--- src/rtl/pipe_stage_reg_pkg.sv ---
// Shared constants and packed stage layouts for the generic RV32 pipeline-stage register.
// Producers and consumers pack through these types so every stage sees identical bit positions.
package pipe_stage_reg_pkg;

    localparam int unsigned XLEN       = 32;
    localparam int unsigned REG_AW     = 5;
    localparam int unsigned DATA_W_DEF = 170;
    localparam int unsigned CTRL_W_DEF = 11;
    localparam int unsigned CNT_W_DEF  = 16;

    localparam logic [XLEN-1:0] ZERO_WORD = '0;
    localparam logic            ZERO      = 1'b0;

    // Control bit indices, identical for ID/EX, EX/MEM and MEM/WB.
    localparam int unsigned CTRL_REGWRITE    = 0;
    localparam int unsigned CTRL_MEMTOREG    = 1;
    localparam int unsigned CTRL_U_TYPE      = 2;
    localparam int unsigned CTRL_LUI         = 3;
    localparam int unsigned CTRL_RW_TYPE_LSB = 4;
    localparam int unsigned CTRL_RW_TYPE_W   = 3;
    localparam int unsigned CTRL_MEMWRITE    = 7;
    localparam int unsigned CTRL_MEMREAD     = 8;
    localparam int unsigned CTRL_JALR        = 9;
    localparam int unsigned CTRL_JAL         = 10;

    // Datapath field offsets (LSB) and widths.
    localparam int unsigned DATA_RD_LSB       = 0;
    localparam int unsigned DATA_RD_W         = REG_AW;
    localparam int unsigned DATA_PC_ORDER_LSB = DATA_RD_LSB + DATA_RD_W;
    localparam int unsigned DATA_IMME_LSB     = DATA_PC_ORDER_LSB + XLEN;
    localparam int unsigned DATA_RS2_LSB      = DATA_IMME_LSB + XLEN;
    localparam int unsigned DATA_PC_JUMP_LSB  = DATA_RS2_LSB + XLEN;
    localparam int unsigned DATA_ALU_LSB      = DATA_PC_JUMP_LSB + XLEN;
    localparam int unsigned DATA_RSVD_LSB     = DATA_ALU_LSB + XLEN;
    localparam int unsigned DATA_RSVD_W       = DATA_W_DEF - DATA_RSVD_LSB;

    typedef struct packed {
        logic       jal;
        logic       jalr;
        logic       mem_read;
        logic       mem_write;
        logic [2:0] rw_type;
        logic       lui;
        logic       u_type;
        logic       mem_to_reg;
        logic       reg_write;
    } stage_ctrl_t;

    typedef struct packed {
        logic [DATA_RSVD_W-1:0] rsvd;
        logic [XLEN-1:0]        alu_result;
        logic [XLEN-1:0]        pc_jump;
        logic [XLEN-1:0]        rs2_data;
        logic [XLEN-1:0]        imme;
        logic [XLEN-1:0]        pc_order;
        logic [REG_AW-1:0]      rd;
    } stage_data_t;

    // True when the entry can change architectural state (register file or memory).
    function automatic logic ctrl_writes_state(stage_ctrl_t c);
        return c.reg_write | c.mem_write;
    endfunction

    function automatic logic [CTRL_W_DEF-1:0] pack_ctrl(stage_ctrl_t c);
        return CTRL_W_DEF'(c);
    endfunction

    function automatic stage_ctrl_t unpack_ctrl(logic [CTRL_W_DEF-1:0] v);
        return stage_ctrl_t'(v);
    endfunction

    function automatic logic [DATA_W_DEF-1:0] pack_data(stage_data_t d);
        return DATA_W_DEF'(d);
    endfunction

    function automatic stage_data_t unpack_data(logic [DATA_W_DEF-1:0] v);
        return stage_data_t'(v);
    endfunction

endpackage

--- src/rtl/pipe_slot.sv ---
// One pipeline entry: valid + data + control, with load/clear.
// Control is zeroed whenever the slot goes invalid so write enables stay dead; data is held.
module pipe_slot
    import pipe_stage_reg_pkg::*;
#(
    parameter int unsigned DATA_W = DATA_W_DEF,
    parameter int unsigned CTRL_W = CTRL_W_DEF
) (
    input  logic              clk,
    input  logic              rst_n,
    input  logic              load,
    input  logic              clear,
    input  logic [DATA_W-1:0] d_data,
    input  logic [CTRL_W-1:0] d_ctrl,
    output logic              valid,
    output logic [DATA_W-1:0] data,
    output logic [CTRL_W-1:0] ctrl
);

    // Clear wins over load so a flush can never leave a live entry behind.
    always_ff @(posedge clk) begin
        if (!rst_n) begin
            valid <= 1'b0;
            data  <= '0;
            ctrl  <= '0;
        end else if (clear) begin
            valid <= 1'b0;
            ctrl  <= '0;
        end else if (load) begin
            valid <= 1'b1;
            data  <= d_data;
            ctrl  <= d_ctrl;
        end
    end

endmodule

--- src/rtl/pipe_stage_reg.sv ---
// Generic RV32 pipeline-stage register with valid/ready handshake, flush and stall counter.
// SKID_EN=1 adds a second slot so in_ready_o comes straight from a flop.
module pipe_stage_reg
    import pipe_stage_reg_pkg::*;
#(
    parameter int unsigned DATA_W  = DATA_W_DEF,
    parameter int unsigned CTRL_W  = CTRL_W_DEF,
    parameter int unsigned SKID_EN = 1,
    parameter int unsigned CNT_W   = CNT_W_DEF
) (
    input  logic              clk,
    input  logic              rst_n,
    input  logic              flush_i,
    input  logic              in_valid_i,
    output logic              in_ready_o,
    input  logic [DATA_W-1:0] in_data_i,
    input  logic [CTRL_W-1:0] in_ctrl_i,
    output logic              out_valid_o,
    input  logic              out_ready_i,
    output logic [DATA_W-1:0] out_data_o,
    output logic [CTRL_W-1:0] out_ctrl_o,
    output logic [CNT_W-1:0]  stall_cnt_o
);

    localparam logic [CNT_W-1:0] CNT_MAX = '1;

    logic              m_valid;
    logic              m_load;
    logic              m_clear;
    logic [DATA_W-1:0] m_d_data;
    logic [CTRL_W-1:0] m_d_ctrl;
    logic              drain;
    logic              accept;
    logic [CNT_W-1:0]  stall_q;

    assign drain  = m_valid & out_ready_i;
    assign accept = in_valid_i & in_ready_o;

    generate
        if (SKID_EN != 0) begin : g_skid
            logic              s_valid;
            logic              s_load;
            logic              s_clear;
            logic [DATA_W-1:0] s_data;
            logic [CTRL_W-1:0] s_ctrl;

            // Accept implies S empty, so S only fills when M is stuck.
            assign s_load  = !flush_i & accept & m_valid & !drain;
            assign s_clear = flush_i | (drain & s_valid);

            // M refills from S first to keep order; otherwise from the input.
            assign m_load  = !flush_i & ((accept & (!m_valid | drain)) | (drain & s_valid));
            assign m_clear = flush_i | (drain & !s_valid & !accept);

            assign m_d_data   = s_valid ? s_data : in_data_i;
            assign m_d_ctrl   = s_valid ? s_ctrl : in_ctrl_i;
            assign in_ready_o = !s_valid;

            pipe_slot #(
                .DATA_W (DATA_W),
                .CTRL_W (CTRL_W)
            ) u_skid_slot (
                .clk    (clk),
                .rst_n  (rst_n),
                .load   (s_load),
                .clear  (s_clear),
                .d_data (in_data_i),
                .d_ctrl (in_ctrl_i),
                .valid  (s_valid),
                .data   (s_data),
                .ctrl   (s_ctrl)
            );
        end else begin : g_direct
            assign m_load     = !flush_i & accept;
            assign m_clear    = flush_i | (drain & !accept);
            assign m_d_data   = in_data_i;
            assign m_d_ctrl   = in_ctrl_i;
            assign in_ready_o = !m_valid | out_ready_i;
        end
    endgenerate

    pipe_slot #(
        .DATA_W (DATA_W),
        .CTRL_W (CTRL_W)
    ) u_main_slot (
        .clk    (clk),
        .rst_n  (rst_n),
        .load   (m_load),
        .clear  (m_clear),
        .d_data (m_d_data),
        .d_ctrl (m_d_ctrl),
        .valid  (m_valid),
        .data   (out_data_o),
        .ctrl   (out_ctrl_o)
    );

    assign out_valid_o = m_valid;

    // Saturating count of cycles the held entry was back-pressured.
    always_ff @(posedge clk) begin
        if (!rst_n) begin
            stall_q <= '0;
        end else if (m_valid && !out_ready_i && (stall_q != CNT_MAX)) begin
            stall_q <= stall_q + CNT_W'(1);
        end
    end

    assign stall_cnt_o = stall_q;

endmodule

--- config.mk ---
export PLATFORM = sky130hd
export DESIGN_NAME = pipe_stage_reg
export DESIGN_NICKNAME = d
export VERILOG_FILES = /design/src/rtl/pipe_stage_reg_pkg.sv /design/src/rtl/pipe_slot.sv /design/src/rtl/pipe_stage_reg.sv
export SDC_FILE = /design/constraint.sdc
export NUM_CORES = 1
export LEC_CHECK = 0
export ABC_AREA = 1
export BUFFER_PORTS_ARGS = -buffer_cell sky130_fd_sc_hd__buf_2
export CAP_MARGIN = 30
export CORE_MARGIN = 5
export CORE_UTILIZATION = 55
export DETAILED_ROUTE_END_ITERATION = 10
export GPL_TIMING_DRIVEN = 0
export MAX_ROUTING_LAYER = met4
export PLACE_DENSITY_LB_ADDON = 0.1
export SYNTH_ARGS = -nofsm -noshare
export SYNTH_HDL_FRONTEND = slang
export SYNTH_SLANG_ARGS = --single-unit
--- constraint.sdc ---
create_clock -name clk -period 3.1 [get_ports clk]
set_input_delay 0.62 -clock clk [delete_from_list [all_inputs] [get_ports clk]]
set_output_delay 0.62 -clock clk [all_outputs]
set_load 0.02 [all_outputs]
* Yosys cells after proc, flatten, opt, wreduce, memory -nomap -nowiden
Index checks and enable logic that the tools add are counted.
** Word-level totals
- Flip-flop bits (word level) :: 380
- Latch bits :: 0
- Memories kept :: 0
- Memory bits (writable) :: 0
- Memory bits (read-only) :: 0
** Cells by class
- Equality and inequality tests :: 1
- Divide/modulo/power cells :: 0
- Reductions and logical operators :: 12
- Shift operators :: 0
- Bitwise logic cells :: 17
- Multiply operators :: 0
- Order comparisons :: 0
- $add $sub $neg :: 1
- Multiplexer cells :: 2
** Operator list (number)
- $mux W170 :: 1
- $add A16 B1 Y16 const B :: 1
- $ne A16 B16 Y1 const B :: 1
- $mux W11 :: 1
- $and A1 B1 Y1 :: 10
- $logic_not A1 Y1 :: 6
- $or A1 B1 Y1 :: 4
- $reduce_and A2 Y1 :: 2
- $reduce_or A2 Y1 :: 2
- $not A1 Y1 :: 3
- $logic_and A1 B1 Y1 :: 2

* Depth between registers and ports, before layout
Gate-level depths: netlist of run 1.
- Depth after elaboration :: 7
- Mapped depth :: 10

* Modules after synthesis
From an unflattened synthesis of run 1, not the netlist that was laid out.
** Second synthesis, totals
- Cell total of the unflattened synthesis :: 3044
- Area, all modules :: 18320.1 µm²
** By module, submodules not included
- pipe_slot :: times used 2, cells an instance 1148, area each 7537.2 µm²
- pipe_stage_reg :: times used 1, cells an instance 748, area each 3245.6 µm²

* Least setup slack after synthesis of run 1
OpenSTA, ideal clock, no wires.
- Path type :: input -> register
- From :: in out_ready_i
- To :: reg g_skid.u_skid_slot.ctrl[0]
- Path buffers :: 2
- Arrival time :: 1.629 ns
- Slack :: 1.356 ns
- Setup time :: 0.116 ns
- Stages :: 8
- Cell sequence :: inv_1 > nand2_4 > nor3_4 > inv_2 > buf_2 > buf_6 > nor2_1 > nor2_1
** On the way
- Cells in the longest elaborated chain, start to end :: 4
- Elaborated cells on any way between the ends :: 6
- Those cells by class :: bitwise: 4; reduce/logical: 2
** RTL lines
- from (decl) :: line pipe_stage_reg.sv:19 : input logic out_ready_i,
- $and A1 B1 Y1 * :: line pipe_stage_reg.sv:36 : assign drain = m_valid & out_ready_i;
- $and A1 B1 Y1 :: line pipe_stage_reg.sv:49 : assign s_clear = flush_i | (drain & s_valid);
- $or A1 B1 Y1 :: line pipe_stage_reg.sv:49
- $reduce_or A2 Y1 (no line)
- to (signal assigned) :: line pipe_slot.sv:32 : ctrl <= d_ctrl;
- to (decl) :: line pipe_slot.sv:17 : output logic [CTRL_W-1:0] ctrl
Mark *: on every way between the ends. The rest lies on a longest branch, timed or not.
A chain may end at the register's enable or synchronous reset.

* Worst setup path in the final report of run 1
- From :: reg g_skid.u_skid_slot.valid
- To :: out in_ready_o
** On the way
- Cells in the longest elaborated chain, start to end :: 1
** RTL lines
- from (decl) :: line pipe_slot.sv:15 : output logic valid,
- from (signal assigned) :: line pipe_slot.sv:23 : valid <= 1'b0;
- from (signal assigned) :: line pipe_slot.sv:27 : valid <= 1'b0;
- from (signal assigned) :: line pipe_slot.sv:30 : valid <= 1'b1;
- $logic_not A1 Y1 :: line pipe_stage_reg.sv:57 : assign in_ready_o = !s_valid;
- to (decl) :: line pipe_stage_reg.sv:15 : output logic in_ready_o,
Every way passes these cells.

==> results of run 1 <==
-- metal layers --
layer | wire length [um] | vias up | GRT usage [%]
li1 | - | 8047 | -
met3 | 3972 | 113 | 4.578
met1 | 20170 | 7402 | 38.28
met5 | 0 | - | -
met4 | 2065 | 0 | 13.27
met2 | 21900 | 667 | 46.74
-- tightest hold or removal path: stages --
cell,delay (ns)
buf_2,0.09
nor2_1,0.04
nor2_1,0.08
-- flip-flops by register name, indices dropped and copies added (netlist names) --
register	cells
u_main_slot.data	170
stall_cnt_o	16
u_main_slot.ctrl	11
g_skid.u_skid_slot.data	170
g_skid.u_skid_slot.ctrl	11
u_main_slot.valid	1
g_skid.u_skid_slot.valid	1
-- worst paths after layout --
kind / depth (start not counted) / to / from
min: 3 / g_skid.u_skid_slot.data[114]$_SDFFE_PN0P_ / in_data_i[114]
max reg2reg: 8 / u_main_slot.data[46]$_SDFFE_PN0P_ / g_skid.u_skid_slot.valid$_SDFFE_PP0P_
max: 4 / in_ready_o / g_skid.u_skid_slot.valid$_SDFFE_PP0P_
min reg2reg: 2 / u_main_slot.data[104]$_SDFFE_PN0P_ / u_main_slot.data[104]$_SDFFE_PN0P_
-- final cells by class --
type	count	area, um2	area share (%)
clock buffers	64	1212	6.292
multi-input cells	1667	6937	36.00
clock inverters	4	45.04	0.2338
well taps	378	473.0	2.455
repair buffers	383	1917	9.948
inverters	60	226.5	1.175
diodes	16	40.04	0.2078
plain buffers	162	810.8	4.208
flip-flops and latches	380	7607	39.48
-- Yosys cell counts, drive strengths merged --
cell | n | area [um2]
nor2 | 673 | 2526
nand2 | 495 | 1871
o21ai | 408 | 2046
dfxtp | 380 | 7607
buf | 81 | 506.7
clkbuf | 81 | 304.0
inv | 59 | 221.5
a21oi | 56 | 280.3
nand3 | 20 | 105.1
nand4 | 6 | 37.54
nor3 | 5 | 36.29
a31oi | 1 | 6.260
clkinv | 1 | 5.000
ha | 1 | 12.51
o21a | 1 | 7.510
xor2 | 1 | 8.760
-- power by group --
part           internal (mW)  switching (mW)  leakage (nW)  total (mW)
Clock                   2.74            1.89         0.618        4.63
Sequential              5.06          0.0969          3.10        5.16
Combinational          0.400           0.754          5.80        1.15
Total                   8.21            2.74          9.51        10.9
-- cell families after synthesis --
group           Yosys count
compound gates          466
xor+xnor                  1
flops                   380
buf+inv                 222
simple gates           1199
fa+ha+maj                 1
==> results_dict.tcl, run 1 <==
set metrics [dict create \
    status "finished clean" \
    ant_nets 0 \
    max_cap_viol_count 0 \
    path_max_fanout 10 \
    synth_area_mm2 0.01558 \
    grt_max_degree 14 \
    utilization_pct 69.17 \
    grt_usage_pct 29.77 \
    htree_levels 2 \
    fin_cells 3114 \
    critPathMaxStageDelay_ns 0.39 \
    dieArea_mm2 0.03180 \
    yosysWarnings 0 \
    num-fill-cells 2529 \
    drt_pre_antenna_iters 5 \
    fin_ws_ns 0.7357 \
    gr-total-overflow 0 \
    clockBufferDepth 3 \
    numCtsBuffers 39 \
    drive_gt1_share_pct 19.23 \
    drtIter0Drc 1345 \
    syn_inst 2269 \
    vias 16230 \
    synth_top_family_by_area "simple AND/OR/NAND/NOR gates" \
    crit_arrival_ns 1.74 \
    finalCritPeriodShare_pct 76.27 \
    placed_cells 3030 \
    die_w_um 178.3 \
    synth-xor-area-share_pct 0.05621 \
    slowest_stage "clkbuf_1" \
    skew_ns 0.008088 \
    ys_types 25 \
    synth-simple-area-share_pct 29.37 \
    total_power_mw 10.95 \
    leakage_nw 9.510 \
    final_cell_mix "673 x nor2_1, 492 x nand2_1, 443 x buf_2" \
    clock-sinks 380 \
    routedWlPerCell_um 15.45 \
    drt-total-wl_um 48110 \
    hold_violations 0 \
    ys_ff_latch 380 \
    cts_resized 0 \
    dp_hpwl_um 34930 \
    tightestPinTransition_ns 0.8070 \
    tritoncts "built" \
    synth-seq-area-share_pct 48.82 \
    vdd.ir_drop.worst_mv 0.4201 \
    hold_path.class "in2reg" \
    syn_nets 2456 \
    finalNetCount 2880 \
    place_area_mm2 0.01797 \
    viasPerCell 5.212 \
    ff2ff_setup_slack_ns 1.02 \
    num_rows 61 \
    cts-root-buf "clkbuf_16" \
    layout.cells.most_common "nor2_1" \
    synth_compound_area_share_pct 15.02 \
    fin_crit_ns 2.364 \
    slew_violations 0 \
    cts_setup_buffers 0 \
    antenna_found_initial 15 \
    grt_pass1_vias 15080 \
    area_delta_synth_final_pct 23.67 \
    io-pin-count 385 \
    start_util_pct 55.93 \
    setup_viol 0 \
    crit_buf_inv 4 \
    crit_chain "buf_6 > clkinv_2 > clkbuf_1 > buf_2" \
    p_per_area_mw_per_mm2 568.1 \
    clk_latency_ns 0.52 \
    critical_path_class "reg2out" \
    clock.fmax_ghz 0.4230 \
    place_congestion 0.9276 \
    setup_tns_ns 0 \
    ctsHoldBuffers 0 \
    dp_slack_ns 0.8391 \
    setup.worst_path.start_class "register" \
    final_area_mm2 0.01927 \
    end_kind "output pin" \
    yosys.area_share.adder_pct 0.08030 \
    fin_hold_ws_ns 0.3363 \
    cp_top_family "buffers and inverters" \
    relSlewSlack_pct 46.20 \
    syn_area_per_cell_um2 6.867 \
    required_ns 2.48 \
    synthMuxAreaShare_pct 0 \
    clk_pin_slew_worst_paths_ns 0.06 \
    drc 0 \
    rsz0062_at_grt "no" \
    core_mm2 0.02786 \
    dieHeight_um 178.3 \
    grt_first_pass_wirelength_um 74720 \
    numPortBuffers 383 \
]
(Power assumes the default switching activity.)
==> run 2: changes to the inputs <==
--- a/config.mk
+++ b/config.mk
@@ -9,7 +9,7 @@
 export BUFFER_PORTS_ARGS = -buffer_cell sky130_fd_sc_hd__buf_2
 export CAP_MARGIN = 30
 export CORE_MARGIN = 5
-export CORE_UTILIZATION = 55
+export CORE_UTILIZATION = 53
 export DETAILED_ROUTE_END_ITERATION = 10
 export GPL_TIMING_DRIVEN = 0
 export MAX_ROUTING_LAYER = met4
==> constraint.sdc (replaced) <==
create_clock -name clk -period 2.4 [get_ports clk]
set_input_delay 0.48 -clock clk [delete_from_list [all_inputs] [get_ports clk]]
set_output_delay 0.48 -clock clk [all_outputs]
set_load 0.02 [all_outputs]
==> run 2 against run 1 <==
Critical path depth unchanged. Via count rose by 0.12%. Critical path type unchanged. Die area increased by 3.6%. Clock skew increased by 0.0082 ns. Total power grew 32%. Global-route usage shrank 1.5 points. Sequential power rose by 29%. Largest cell class unchanged. Clock-buffer cell count decreased by 5. Non-clock buffer count unchanged. First-iteration DRC count is 16% lower. Largest power group unchanged. Clock power up 35%.
==> results_dict.tcl, run 2 (synthesis results as in run 1) <==
set metrics [dict create \
    finalNetCount 2881 \
    numPortBuffers 383 \
    viasPerCell 5.199 \
    critical_path_class "reg2out" \
    layout.cells.most_common "nor2_1" \
    skew_ns 0.01627 \
    setup_tns_ns 0 \
    leakage_nw 9.558 \
    core_mm2 0.02886 \
    final_cell_mix "673 x nor2_1, 492 x nand2_1, 443 x buf_2" \
    routedWlPerCell_um 15.29 \
    start_util_pct 53.99 \
    end_kind "output pin" \
    setup_viol 0 \
    antenna_found_initial 19 \
    place_congestion 0.9343 \
    p_per_area_mw_per_mm2 743.8 \
    clockBufferDepth 3 \
    ff2ff_setup_slack_ns 0.21 \
    fin_crit_ns 2.281 \
    vdd.ir_drop.worst_mv 0.5348 \
    drt-total-wl_um 47780 \
    rsz0062_at_grt "no" \
    cp-startpoint "g_skid.u_skid_slot.valid$_SDFFE_PP0P_" \
    tritoncts "built" \
    cts_setup_buffers 0 \
    gr-total-overflow 0 \
    num_rows 62 \
    setup.worst_path.start_class "register" \
    htree_levels 2 \
    status "finished clean" \
    fin_ws_ns 0.1185 \
    hold_violations 0 \
    clock.fmax_ghz 0.4383 \
    clock-sinks 380 \
    dieArea_mm2 0.03293 \
    area_delta_synth_final_pct 24.25 \
    required_ns 1.92 \
    dp_slack_ns 0.2135 \
    slew_violations 0 \
    clk_pin_slew_worst_paths_ns 0.06 \
    io-pin-count 385 \
    drive_gt1_share_pct 19.51 \
    pwr-share-clk_pct 43.4 \
    crit_arrival_ns 1.80 \
    worstReg2RegStart "g_skid.u_skid_slot.valid$_SDFFE_PP0P_" \
    numCtsBuffers 40 \
    cts-root-buf "clkbuf_16" \
    dieHeight_um 181.5 \
    swShare_pct 24.71 \
    pwr-share-seq_pct 46.3 \
    ant_nets 0 \
    dp_hpwl_um 35000 \
    power_frac_comb_pct 10.3 \
    intPower_mw 10.84 \
    worstHoldStart "in_data_i[12]" \
    path_max_fanout 10 \
    drt_pre_antenna_iters 5 \
    tightestPinTransition_ns 0.9204 \
    switchingPower_mw 3.558 \
    hold_path.class "in2reg" \
    max_cap_viol_count 0 \
    relSlewSlack_pct 38.64 \
    clk_latency_ns 0.52 \
    grt_max_degree 15 \
    vias 16250 \
    drtIter0Drc 1127 \
    drc 0 \
    grt_pass1_vias 15000 \
    ctsHoldBuffers 0 \
    cts_resized 0 \
    finalCritPeriodShare_pct 95.06 \
    grt_usage_pct 28.30 \
    die_w_um 181.5 \
    grt_first_pass_wirelength_um 75380 \
]
[run 2: cell count changes in the layout (fill, tap and decap cells not counted)]
cell,previous run,this run
diode_2,16,19
bufinv_16,1,3
clkbuf_8,10,11
clkinv_2,4,9
clkbuf_1,94,88
[run 2: stage by stage]
stage / hold slack, ns / util [%] / cells / instance area, um2 / total power, mW
3_3_place_gp: 0.4581 / 62.30 / 3036 / 17980 / 8.255
5_1_grt: 0.1851 / 67.09 / 3125 / 19360 / 14.95
6_report: 0.1931 / 67.09 / 3125 / 19360 / 14.40
4_1_cts: 0.1816 / 66.92 / 3106 / 19310 / 14.48
3_5_place_dp: 0.4657 / 62.30 / 3036 / 17980 / 8.282
2_1_floorplan: 0.4639 / - / 2269 / 15580 / 7.654
[run 2: final timing paths]
| kind | to | cells past startpoint |
|---|---|---|
| worst min-delay path | g_skid.u_skid_slot.data[12]$_SDFFE_PN0P_ | 3 |
| worst min register to register | u_main_slot.data[105]$_SDFFE_PN0P_ | 2 |
| worst max-delay path | in_ready_o | 4 |
| worst max register to register | u_main_slot.data[58]$_SDFFE_PN0P_ | 8 |
[run 2: routing by layer]
| layer | GRT usage (%) | wire [um] | vias to the layer above | share of wire (%) |
|---|---|---|---|---|
| met2 | 43.77 | 21560 | 643 | 45 |
| met4 | 11.74 | 2079 | 0 | 4.4 |
| met5 | - | 0 | - | 0 |
| li1 | - | - | 8057 | - |
| met3 | 5.962 | 4111 | 142 | 8.6 |
| met1 | 36.26 | 20030 | 7406 | 42 |
[run 2: cell type report]
cell class / count / area [um2]
Timing Repair Buffer: 383 / 1917
Buffer: 162 / 810.8
Inverter: 60 / 226.5
Sequential cell: 380 / 7607
Antenna cell: 19 / 47.55
Clock inverter: 11 / 130.1
Tap cell: 384 / 480.5
Fill cell: 2665 / 9498
Multi-Input combinational cell: 1667 / 6937
Clock buffer: 59 / 1204
[run 2: power groups by stage]
stage	clock network, mW	registers (mW)	logic [mW]
2_1_floorplan	0	7.04	0.613
3_3_place_gp	0	6.80	1.45
3_5_place_dp	0	6.81	1.47
4_1_cts	6.33	6.67	1.48
5_1_grt	6.61	6.69	1.64
6_report	6.24	6.67	1.48
[run 2: critical path, cell delays in order (launching register included)]
cell	delay (ns)
dfxtp_1	0.30
buf_6	0.14
clkinv_2	0.13
clkbuf_1	0.41
buf_2	0.29
==> run 3: changes to the inputs <==
==> constraint.sdc (replaced) <==
create_clock -name clk -period 2.4 [get_ports clk]
set_input_delay 0.48 -clock clk [delete_from_list [all_inputs] [get_ports clk]]
set_output_delay 0.48 -clock clk [all_outputs]
set_load 0.05 [all_outputs]
==> run 3 against run 2 <==
Clock skew about the same. Wire length about the same. First-iteration DRC count up 2.6%. Largest power group unchanged. Sequential power about the same. Worst setup slack better by 0.076 ns. Cell count unchanged. Largest cell class unchanged. Highest routed layer unchanged. Utilization about the same. Critical endpoint is now u_main_slot.data[58]$_SDFFE_PN0P_. Via count about the same. Combinational power up 32%. Register-to-register slack worse by 0.02 ns.
==> results_dict.tcl, run 3 (synthesis results as in run 1) <==
set metrics [dict create \
    fin_crit_ns 2.205 \
    tritoncts "built" \
    total_power_mw 14.86 \
    io-pin-count 385 \
    setup.worst_path.start_class "register" \
    p_per_area_mw_per_mm2 767.5 \
    num-fill-cells 2666 \
    layout.cells.most_common "nor2_1" \
    crit_arrival_ns 2.65 \
    tightestPinTransition_ns 0.8953 \
    routedWlPerCell_um 15.30 \
    skew_ns 0.01586 \
    slowest_stage "clkbuf_1" \
    drtIter0Drc 1156 \
    clk_pin_slew_worst_paths_ns 0.06 \
    numCtsBuffers 40 \
    area_delta_synth_final_pct 24.26 \
    num_rows 62 \
    critPathMaxStageDelay_ns 0.69 \
    max_cap_viol_count 0 \
    grt_first_pass_wirelength_um 75380 \
    ant_nets 0 \
    cts_setup_buffers 0 \
    drt_pre_antenna_iters 5 \
    core_mm2 0.02886 \
    drc 0 \
    grt_max_degree 15 \
    cts-root-buf "clkbuf_16" \
    leakage_nw 9.560 \
    drt-total-wl_um 47820 \
    dieArea_mm2 0.03293 \
    start_util_pct 53.99 \
    final_cell_mix "673 x nor2_1, 492 x nand2_1, 443 x buf_2" \
    maxUsedRoutingLayer "met4" \
    vias 16240 \
    rsz0062_at_grt "no" \
    setup_tns_ns 0 \
    finalNetCount 2881 \
    hold_violations 0 \
    slew_violations 0 \
    htree_levels 2 \
    routed-wl-met2_um 21590 \
    end_kind "register" \
    vdd.ir_drop.worst_mv 0.5468 \
    antenna_found_initial 19 \
    clock-sinks 380 \
    status "finished clean" \
    numPortBuffers 383 \
    dieHeight_um 181.5 \
    path_max_fanout 10 \
    dp_hpwl_um 35000 \
    route.met3.wl_um 4046 \
    relSlewSlack_pct 40.31 \
    seqCellArea_mm2 0.007607 \
    grt_usage_pct 28.30 \
    clockBufferDepth 3 \
    critical_path_class "reg2reg" \
    clock.fmax_ghz 0.4535 \
    drive_gt1_share_pct 19.54 \
    gr-total-overflow 0 \
    grt_pass1_vias 15000 \
    place_congestion 0.9343 \
    die_w_um 181.5 \
    clk_latency_ns 0.52 \
    viasPerCell 5.196 \
    setup_viol 0 \
    required_ns 2.85 \
    crit_chain "buf_6 > clkinv_2 > clkbuf_1 > clkbuf_1 > nand2_1 > nand2_1 > o21ai_0 > nor2_1" \
    wl_met1_um 20130 \
    hold_path.class "in2reg" \
    multi_input_comb_area_mm2 0.006937 \
    finalCritPeriodShare_pct 91.88 \
]
==> run 3: cell types whose count changed in the layout (fill, tap and decap cells not counted) <==
cell / delta
clkbuf_1: -1
clkbuf_2: +1
==> run 3: final timing paths <==
| kind | startpoint | end | slack [ns] | cells after the start |
|---|---|---|---|---|
| hold / removal | in_data_i[12] | g_skid.u_skid_slot.data[12]$_SDFFE_PN0P_ | 0.19 | 3 |
| hold reg to reg | u_main_slot.data[105]$_SDFFE_PN0P_ | u_main_slot.data[105]$_SDFFE_PN0P_ | 0.47 | 2 |
| setup reg to reg | g_skid.u_skid_slot.valid$_SDFFE_PP0P_ | u_main_slot.data[58]$_SDFFE_PN0P_ | 0.19 | 8 |
| setup / recovery | g_skid.u_skid_slot.valid$_SDFFE_PP0P_ | u_main_slot.data[58]$_SDFFE_PN0P_ | 0.19 | 8 |
==> run 3: repair_timing <==
| item | in CTS | in global routing |
|---|---|---|
| setup endpoints to repair | 0 | 1 |
| hold buffers | 0 | 0 |
| gates resized for setup | 0 | 2 |
==> run 3: routing by layer <==
layer	up-vias	global-route usage [%]
li1	8062	-
met1	7407	36.26
met2	628	43.77
met3	142	5.962
met4	0	11.74
met5	-	-
==> run 3: area by class of cell <==
type | instances | share of cell area [%]
flip-flops and latches | 380 | 39.29
multi-input cells | 1667 | 35.83
repair buffers | 383 | 9.900
clock buffers | 59 | 6.217
plain buffers | 162 | 4.194
well taps | 384 | 2.482
inverters | 60 | 1.170
clock inverters | 11 | 0.6721
diodes | 19 | 0.2456
==> run 3: stage by stage <==
| step | utilization (%) | area, um2 | setup slack (ns) | instances | hold slack, ns |
|---|---|---|---|---|---|
| 2_1_floorplan | - | 15580 | 0.4361 | 2269 | 0.4639 |
| 3_3_place_gp | 62.30 | 17980 | 0.2630 | 3036 | 0.4581 |
| 3_5_place_dp | 62.30 | 17980 | 0.2135 | 3036 | 0.4657 |
| 4_1_cts | 66.92 | 19310 | 0.04496 | 3106 | 0.1816 |
| 5_1_grt | 67.09 | 19360 | 0.01241 | 3125 | 0.1851 |
| 6_report | 67.09 | 19360 | 0.1948 | 3125 | 0.1925 |
==> run 3: power by group <==
group	leakage [nW]	switching (mW)	internal [mW]
sequential	3.10	0.130	6.54
combinational	5.80	1.43	0.518
clock	0.666	2.46	3.78
==> run 3: critical path: cells and delay by family, from the launching register on <==
kind,cells,cell delay (ns)
AO/OA/AOI/OAI,1,0.12
buffers and inverters,4,1.39
flip-flops,1,0.30
AND/OR/NAND/NOR,3,0.32
